==> src/rtl/rv32_div_seq.sv <==
// ============================================================================
//  Module      : rv32_div_seq
//  Description : Sequential radix-2 restoring divider for RV32-M DIV/DIVU/REM/REMU.
//  Revision    : 1.0 - initial release
// ============================================================================
`default_nettype none

module rv32_div_seq #(
  parameter int XLEN = 32
) (
  input  logic            i_clk,
  input  logic            i_rst,
  input  logic            i_start,
  input  logic [2:0]      i_f3,
  input  logic [XLEN-1:0] i_rs1,
  input  logic [XLEN-1:0] i_rs2,
  output logic [XLEN-1:0] o_res,
  output logic            o_done,
  output logic            o_busy
);

  localparam int CW = $clog2(XLEN + 1);
  localparam logic [CW-1:0]   CNT_INIT = CW'(XLEN);
  localparam logic [XLEN-1:0] MIN_NEG  = {1'b1, {(XLEN-1){1'b0}}};

  typedef enum logic [1:0] {
    S_IDLE = 2'd0,
    S_CALC = 2'd1,
    S_FIX  = 2'd2,
    S_DONE = 2'd3
  } state_t;

  state_t          state_q, state_d;
  logic [CW-1:0]   cnt_q, cnt_d;
  logic [XLEN-1:0] rem_q, rem_d;
  logic [XLEN-1:0] quot_q, quot_d;
  logic [XLEN-1:0] dvsr_q, dvsr_d;
  logic            rsel_q, rsel_d;
  logic            qneg_q, qneg_d;
  logic            rneg_q, rneg_d;
  logic [XLEN-1:0] res_q, res_d;
  logic            done_q, done_d;
  logic            busy_q, busy_d;

  logic            unused_f3;
  assign unused_f3 = i_f3[2];

  logic            accept, is_signed, neg1, neg2;
  logic [XLEN-1:0] mag1, mag2, q_fix, r_fix;
  logic [XLEN:0]   trial, diff;

  always_comb begin
    accept    = i_start && (state_q == S_IDLE || state_q == S_DONE);
    is_signed = ~i_f3[0];
    neg1      = is_signed & i_rs1[XLEN-1];
    neg2      = is_signed & i_rs2[XLEN-1];
    mag1      = neg1 ? -i_rs1 : i_rs1;
    mag2      = neg2 ? -i_rs2 : i_rs2;
    // Remainder shifted left with the next dividend bit entering from the quotient.
    trial     = {rem_q, quot_q[XLEN-1]};
    diff      = trial - {1'b0, dvsr_q};
    q_fix     = qneg_q ? -quot_q : quot_q;
    r_fix     = rneg_q ? -rem_q : rem_q;

    state_d = state_q;
    cnt_d   = cnt_q;
    rem_d   = rem_q;
    quot_d  = quot_q;
    dvsr_d  = dvsr_q;
    rsel_d  = rsel_q;
    qneg_d  = qneg_q;
    rneg_d  = rneg_q;
    res_d   = res_q;
    done_d  = done_q;
    busy_d  = busy_q;

    case (state_q)
      S_CALC: begin
        if (diff[XLEN]) begin
          rem_d  = trial[XLEN-1:0];
          quot_d = {quot_q[XLEN-2:0], 1'b0};
        end else begin
          rem_d  = diff[XLEN-1:0];
          quot_d = {quot_q[XLEN-2:0], 1'b1};
        end
        cnt_d = cnt_q - 1'b1;
        if (cnt_q == CW'(1)) state_d = S_FIX;
      end
      S_FIX: begin
        res_d   = rsel_q ? r_fix : q_fix;
        done_d  = 1'b1;
        busy_d  = 1'b0;
        state_d = S_DONE;
      end
      default: ;
    endcase

    if (accept) begin
      rsel_d = i_f3[1];
      if (i_rs2 == '0) begin
        res_d   = i_f3[1] ? i_rs1 : '1;
        done_d  = 1'b1;
        busy_d  = 1'b0;
        state_d = S_DONE;
      end else if (is_signed && i_rs1 == MIN_NEG && i_rs2 == '1) begin
        res_d   = i_f3[1] ? '0 : MIN_NEG;
        done_d  = 1'b1;
        busy_d  = 1'b0;
        state_d = S_DONE;
      end else begin
        rem_d   = '0;
        quot_d  = mag1;
        dvsr_d  = mag2;
        qneg_d  = neg1 ^ neg2;
        rneg_d  = neg1;
        cnt_d   = CNT_INIT;
        done_d  = 1'b0;
        busy_d  = 1'b1;
        state_d = S_CALC;
      end
    end
  end

  always_ff @(posedge i_clk) begin
    if (i_rst) begin
      state_q <= S_IDLE;
      cnt_q   <= '0;
      rem_q   <= '0;
      quot_q  <= '0;
      dvsr_q  <= '0;
      rsel_q  <= 1'b0;
      qneg_q  <= 1'b0;
      rneg_q  <= 1'b0;
      res_q   <= '0;
      done_q  <= 1'b0;
      busy_q  <= 1'b0;
    end else begin
      state_q <= state_d;
      cnt_q   <= cnt_d;
      rem_q   <= rem_d;
      quot_q  <= quot_d;
      dvsr_q  <= dvsr_d;
      rsel_q  <= rsel_d;
      qneg_q  <= qneg_d;
      rneg_q  <= rneg_d;
      res_q   <= res_d;
      done_q  <= done_d;
      busy_q  <= busy_d;
    end
  end

  assign o_res  = res_q;
  assign o_done = done_q;
  assign o_busy = busy_q;

endmodule

`default_nettype wire
==> config.mk <==
export PLATFORM = sky130hd
export DESIGN_NAME = rv32_div_seq
export DESIGN_NICKNAME = d
export VERILOG_FILES = /design/src/rtl/rv32_div_seq.sv
export SDC_FILE = /design/constraint.sdc
export NUM_CORES = 1
export LEC_CHECK = 0
export BUFFER_PORTS_ARGS = -buffer_cell sky130_fd_sc_hd__buf_2
export CAP_MARGIN = 15
export CORE_AREA = 8 8 148 150
export CTS_CLUSTER_DIAMETER = 40
export DETAILED_ROUTE_END_ITERATION = 8
export DIE_AREA = 0 0 156 158
export PLACE_DENSITY = 0.82
export SYNTH_ARGS = -nofsm -noshare
export SYNTH_HDL_FRONTEND = slang
export SYNTH_SLANG_ARGS = --single-unit
==> constraint.sdc <==
create_clock -name i_clk -period 2.7 [get_ports i_clk]
set_input_delay 0.135 -clock i_clk [delete_from_list [all_inputs] [get_ports i_clk]]
set_output_delay 0.135 -clock i_clk [all_outputs]
set_load 0.1 [all_outputs]
-- Word-level counts from Yosys, hierarchy flattened
Cells that the tools add are included.
- bitwise logic cells: 6
- $add $sub $neg: 6
- eq/ne operators: 7
- reductions and logical operators: 10
- muxes and demuxes: 38
- operators by type and width (operator ; number):
    two-way mux 32 bit ; 20
    negator 32 bit ; 4
    == test 32 bit, second input constant ; 2
    subtractor 33 x 32 -> 33 bit ; 1
    logical NOT 32 bit ; 1
    two-way mux 6 bit ; 4
    two-way mux 1 bit ; 9
    two-way mux 2 bit ; 4
    == test 6 x 1 -> 1 bit, second input constant ; 1
    subtractor 6 x 1 -> 6 bit, second input constant ; 1
    == test 2 bit, second input constant ; 2
    one-hot mux 2 bit (2 select lines) ; 1
    logical AND 1 bit ; 3
    != test 3 bit, second input constant ; 1
    NOT 1 bit ; 3
    AND reduction 3 bit ; 1
    nonzero test 3 bit ; 1
    bitwise AND 1 bit ; 2
    == test 2 x 1 -> 1 bit, second input constant ; 1
    logical NOT 2 bit ; 1
    AND reduction 2 bit ; 1
    nonzero test 2 bit ; 1
    logical OR 1 bit ; 1
    bitwise XOR 1 bit ; 1
- input port bits: 70
- register bits: 141

-- Logic depth before layout (Yosys ltp)
Gate-level depths: netlist (run 1).
- depth in word-level cells: 7
- mapped depth: 15
- mapped depth without buffers: 13

-- Worst setup path after synthesis (run 1)
Ideal clock, no wire load.
- path kind: register to register
- from: register quot_q[31]
- to: register rem_q[17]
- slack: -311 ps
- period minus slack after synthesis: 3011 ps
- cell stages (with the launch flop): 16
- path buffers: 2
- data required time: 2568 ps
- arrival time: 2879 ps
- cell sequence: dfxtp_1 inv_1 ha_1 inv_1 fa_1 a211oi_1 or3_1 a21oi_1 o211ai_1 a21oi_1 o221ai_1 xnor2_1 buf_2 buf_2 mux2i_1 a21oi_1
- cells in the longest elaborated chain, start to end: 6
- ends and longest elaborated chain (item ; RTL line ; text):
    from (decl) ; 36 ; logic [XLEN-1:0] quot_q, quot_d;
    from (signal assigned) ; 141 ; quot_q <= quot_d;
    subtractor 33 x 32 -> 33 bit (*) ; 61 ; diff = trial - {1'b0, dvsr_q};
    two-way mux 32 bit (*) ; 79 ; if (diff[XLEN]) begin
    two-way mux 32 bit (*) ; 77 ; case (state_q)
    two-way mux 32 bit ; 105 ; end else if (is_signed && i_rs1 == MIN_NEG && i_rs2 == '1) begin
    two-way mux 32 bit ; 100 ; if (i_rs2 == '0) begin
    two-way mux 32 bit (*) ; 98 ; if (accept) begin
    to (signal assigned) ; 140 ; rem_q <= rem_d;
    to (decl) ; 35 ; logic [XLEN-1:0] rem_q, rem_d;
Mark *: on every way between the ends. The rest lies on a longest branch, timed or not.
A chain may end at the register's enable or synchronous reset.

-- Worst setup path after layout (run 1)
- from: register quot_q[31]
- to: register rem_q[19]
Same word-level chain as after synthesis.

==> results.ini, run 1 <==
[outcome]
status = finished, violations left
violations = negative setup slack

[routing]
first_iter_violations = 1467
vias = 11800
routedWlPerCell_um = 18.8
routed_wl_mm = 36.1
dr.pass1.iters = 6
ant_nets = 0
remaining_drc_errors = 0
vias_per_cell = 6.15

[sta]
period_minus_slack_ps = 3030
finalClockSkew_ps = 14.6
max_freq_mhz = 331
max_slew_margin = 0.243
min_period_over_period = 1.12
grt_setup_unrepaired = yes
whs_ps = 18.3
slew_viol_final = 0
hold_viol = 0
layout_setup_ws_ps = -325
tns_ps = -7420
worst-slew-pin-transition_ps = 1140
setup_violations = 40

[final_layout]
antennaDiodeCount = 0
regArea_um2 = 2830
drive_gt1_frac = 0.242
layout.nets = 1746
synthToLayoutAreaGrowth_pct = 29.0
multi_input_area_um2 = 7520
fillers = 1419
final_util = 0.695
finalNonFillerCells = 1917
fin_area_um2 = 13700

[clock_network]
clk_pin_slew_worst_paths_ps = 70
cts_root_buffer = clkbuf_16
clk_latency_ps = 430
htree_levels = 4
numClockSinks = 141
cts_tree = done
cts_buffer_depth = 2
numCtsBuffers = 17

[yosys]
synthArstFlopShare = 0
synth_fp_nets = 1514
synth_warnings = 0
yosys.area.top_type = dfxtp_1
ys_dominant_reg_cell = dfxtp_1
syn_inst = 1402
synth_edf_count = 0
synth_seq_cells = 141
ys_types = 62
yosysSeqAreaShare = 0.266
syn_avg_cell_area_um2 = 7.58
syn_area_um2 = 10600
yosys-top-cells-area = dfxtp_1, xnor2_1, a21oi_1
netlist.area_leader.share = 0.266

[power_and_ir_drop]
ir_drop_mv = 0.638
leakagePower_nw = 5.65
p_int_mw = 8.36
switching_power_mw = 6.49
swShare = 0.437
seqPwrFrac = 0.203
clkPwrFrac = 0.185
p_comb_frac = 0.612
powerDensity_nw_per_um2 = 1080
power_mw = 14.8

[floorplan]
io_pins = 104
fp.dieH_um = 158
rows = 52
fp.coreArea_um2 = 19700
dieArea_um2 = 24600
die_w_um = 156
initial_utilization = 0.539

[grt]
antenna_found_initial = 0
grt.total_usage = 0.275
grt.overflow.total = 0
grt_pass1_vias = 11300
grt_start_max_net_pins = 75
grt_pass1_wl_mm = 55.6

[placed_design]
gp_congestion = 0.941
dp_cells = 1871
post_dp_cell_area_um2 = 12600
port_buffers = 102
place_hpwl_mm = 24.7
pre_cts_ws_ps = -336

[setup_path]
crit_type = reg2reg
ff2ff_path_depth = 15
crit_required_ps = 2990
end_kind = register
worst_setup_path_start_kind = register
crit_fanout = 5
crit_arrival_ps = 3320

[hold_path]
holdPathStages = 3
min_path_type = in2reg

[flow_run]
cap_viol_max_count = 0

-- what timing repair did --
action | 4_1_cts | 5_1_grt
endpoints found under the hold margin | 1 | 0
cloned | 1 | 0
resized for setup | 48 | 26
hold buffers | 1 | 0
buffers inserted | 7 | 6
pin swaps | 38 | 24
setup endpoints to repair | 40 | 47
-- synthesized netlist by cell type (41+ instances only) --
master,number
clkbuf_1,63
nor2_1,133
o21ai_0,103
nand2_1,135
xnor2_1,86
a21oi_1,123
o211ai_1,41
inv_1,70
mux2i_1,56
xor2_1,67
ha_1,41
a211oi_1,64
dfxtp_1,141
-- worst max-delay path: stages (launching register included) --
cell and delay [ps]:
dfxtp_2 330, inv_2 80, ha_4 140, inv_2 40, fa_2 340, a211oi_2 220
or3_4 190, a21oi_4 60, o211ai_1 290, a21oi_2 130, o221ai_2 190, xnor2_2 120
buf_6 150, buf_6 130, nor3_2 360, nor3_2 120
-- power by group through the flow --
stage	Sequential, mW	Clock (mW)	Combinational, mW
global route	3.05	2.84	9.68
floorplan	3.40	0	4.91
CTS	2.97	2.74	8.44
finish	3.01	2.75	9.09
global placement	2.98	0	7.63
detailed placement	3.00	0	7.79
-- logic make-up after synthesis --
group           Yosys count  share of synthesized area
fa+ha+maj                42                     0.0502
xor+xnor                153                      0.126
flops                   141                      0.266
mux                      63                     0.0602
buf+inv                 153                     0.0557
simple gates            425                      0.189
compound gates          425                      0.253
-- routing by layer --
metal / GRT usage / wire length (um) / up-vias
li1: - / - / 5500
met1: 0.347 / 14500 / 5480
met2: 0.452 / 16900 / 643
met3: 0.0448 / 3050 / 167
met4: 0.132 / 1650 / 0
met5: 0 / 0 / -
-- flip-flops by register name, summed over array words and instances (netlist names) --
register and cells:
qneg_q 1, rneg_q 1, state_q 2, rsel_q 1
o_res 32, dvsr_q 32, quot_q 32, o_done 1
cnt_q 6, rem_q 32, o_busy 1
-- final cells by class --
class | count | share of cell area
Sequential cell | 141 | 0.206
Timing Repair Buffer | 295 | 0.151
Clock inverter | 11 | 0.0154
Clock buffer | 21 | 0.0343
Multi-Input combinational cell | 1108 | 0.549
Tap cell | 270 | 0.0246
Inverter | 71 | 0.0194
-- final timing paths --
check / startpoint / endpoint / slack [ps]
worst min-delay path: i_rs1[20] / o_res[20] / 20
worst max-delay path: quot_q[31] / rem_q[19] / -330
worst min register to register: dvsr_q[31] / dvsr_q[31] / 460
worst max register to register: quot_q[31] / rem_q[19] / -330
-- layout by cell type, fill, tap and decap left out, types with 6 or more instances in the layout --
master / instances
or4_1: 11
bufinv_16: 6
nand4_1: 16
and3_1: 14
buf_6: 9
nor2_1: 132
nand2_1: 133
a21oi_1: 119
mux2i_1: 53
nand3_1: 16
and2_1: 7
mux2_2: 6
xor2_1: 67
buf_2: 102
a211oi_1: 62
a21o_1: 15
clkbuf_16: 17
o31ai_1: 26
nor4_1: 9
o21ai_0: 93
nand2b_1: 8
o211ai_1: 41
nor2b_1: 7
or3_1: 12
dfxtp_1: 135
xnor2_1: 84
o41ai_1: 10
o21ai_1: 6
ha_1: 38
nor3_1: 27
dfxtp_2: 6
buf_4: 176
inv_1: 68
No activity file was read; power rests on OpenSTA's default activity.
==> run 2, diff against run 1 <==
CAP_MARGIN = 40   (was 15)
CORE_AREA = 5 5 145 147   (was 8 8 148 150)
DIE_AREA = 0 0 150 152   (was 0 0 156 158)
==> results.ini, run 2 (synthesis gave the netlist of run 1 again) <==
[setup_path]
crit_required_ps = 3080
crit_type = reg2reg
crit_arrival_ps = 3370
r2r-end = rem_q[2]
r2r_slack_ps = -290
worst_setup_path_start_kind = register
end_kind = register
crit_fanout = 6
r2r_start = quot_q[31]
ff2ff_path_depth = 15

[sta]
grt_setup_unrepaired = yes
setup_violations = 35
max_freq_mhz = 334
max_slew_margin = 0.317
worst-slew-pin-transition_ps = 1020
finalClockSkew_ps = 6.82
min_period_over_period = 1.11
whs_ps = 26.0
hold_viol = 0
period_minus_slack_ps = 2990
slew_viol_final = 0
layout_setup_ws_ps = -294

[final_layout]
final_common_cell = buf_4
antennaDiodeCount = 0
final_util = 0.683
layout.nets = 1734
drive_gt1_frac = 0.230
finalNonFillerCells = 1905
synthToLayoutAreaGrowth_pct = 27.1
layout_common_cells = buf_4, dfxtp_1, nand2_1

[placed_design]
gp_congestion = 0.970
pre_cts_ws_ps = -300
port_buffers = 102
place_hpwl_mm = 24.4
dp_cells = 1858

[routing]
routed_wl_mm = 34.0
dr.pass1.iters = 6
vias_per_cell = 6.12
first_iter_violations = 1247
remaining_drc_errors = 0
vias = 11700
ant_nets = 0
routedWlPerCell_um = 17.9

[floorplan]
dieArea_um2 = 22800
die_w_um = 150
fp.coreArea_um2 = 19800
rows = 52
fp.dieH_um = 152
initial_utilization = 0.537
io_pins = 104

[power_and_ir_drop]
powerDensity_nw_per_um2 = 1060
seqPwrFrac = 0.208
p_int_mw = 7.99
ir_drop_mv = 0.668
leakagePower_nw = 5.55
p_comb_frac = 0.615
swShare = 0.440
clkPwrFrac = 0.177
switching_power_mw = 6.27

[outcome]
status = finished, violations left
violations = negative setup slack

[clock_network]
clk_pin_slew_worst_paths_ps = 60
cts_root_buffer = clkbuf_16
numClockSinks = 141
clk_latency_ps = 430
cts_tree = done
htree_levels = 4
cts_buffer_depth = 2
numCtsBuffers = 17

[hold_path]
holdPathStages = 3
min_from = i_rs2[1]
min_path_type = in2reg
hold_path_end = dvsr_q[1]

[grt]
grt_pass1_vias = 11100
grt_start_max_net_pins = 61
antenna_found_initial = 0
grt.total_usage = 0.291
grt_pass1_wl_mm = 54.7
grt.overflow.total = 0

[flow_run]
cap_viol_max_count = 0

[run 2: cell count changes in the layout (fill, tap and decap cells not counted), moves of 3 or more]
cell        delta
buf_4          -8
buf_6          -4
clkinvlp_4     +4
bufinv_16      -3
[run 2: metrics by stage]
step,TNS [ps],power (mW),cell area (um^2)
global route,-10520,15.0,13500
CTS,-4120,13.8,13400
global placement,-6580,10.5,12500
floorplan,-797,8.31,10700
detailed placement,-13380,10.8,12600
finish,-6810,14.3,13500
[run 2: worst max-delay path, cell delays in order, from the launching register on]
cell and delay [ps]:
dfxtp_2 330, inv_2 70, ha_4 130, inv_2 30
fa_2 350, a211oi_2 260, or3_4 200, a21oi_4 50
o211ai_1 260, a21oi_2 110, o221ai_2 210, xnor2_2 130
buf_4 160, clkbuf_16 150, or4_4 410, nand3_2 70
[run 2: routing by layer]
layer / up-vias / routed length [um] / global-route usage
met1: 5480 / 14100 / 0.371
met4: 0 / 1400 / 0.132
met5: - / 0 / 0
met2: 574 / 15900 / 0.470
met3: 130 / 2650 / 0.0629
li1: 5480 / - / -
[run 2: repair_timing]
item                                   CTS  global route
resized for setup                       26            24
endpoints found under the hold margin    1             0
hold buffers                             1             0
setup buffers                            8             7
pin swaps                               24            11
setup endpoints to repair               36            43
gates cloned                             1             0
[run 2: worst max path at each step]
stage                          start         to  slack [ps]  cells past startpoint
after floorplan           quot_q[31]  rem_q[21]         -40                     15
after global placement     dvsr_q[0]  rem_q[20]        -180                     14
after detailed placement   dvsr_q[0]   rem_q[9]        -300                     13
after CTS                 quot_q[31]   rem_q[2]        -210                     14
after global routing      quot_q[31]   rem_q[2]        -390                     15
final                     quot_q[31]   rem_q[2]        -290                     15
[run 2: area by class of cell]
cell class / count / area, um^2
inverters: 71 / 267
clock buffers: 23 / 498
repair buffers: 283 / 1990
fillers: 1516 / 6270
flip-flops and latches: 141 / 2830
well taps: 270 / 338
multi-input cells: 1108 / 7450
clock inverters: 9 / 133
[run 2: power by group through the flow]
stage | Combinational [mW] | Sequential, mW | Clock [mW]
2_1_floorplan | 4.91 | 3.40 | 0
3_3_place_gp | 7.61 | 2.94 | 0
3_5_place_dp | 7.82 | 2.97 | 0
4_1_cts | 8.37 | 2.94 | 2.53
5_1_grt | 9.38 | 3.01 | 2.65
6_report | 8.77 | 2.97 | 2.52
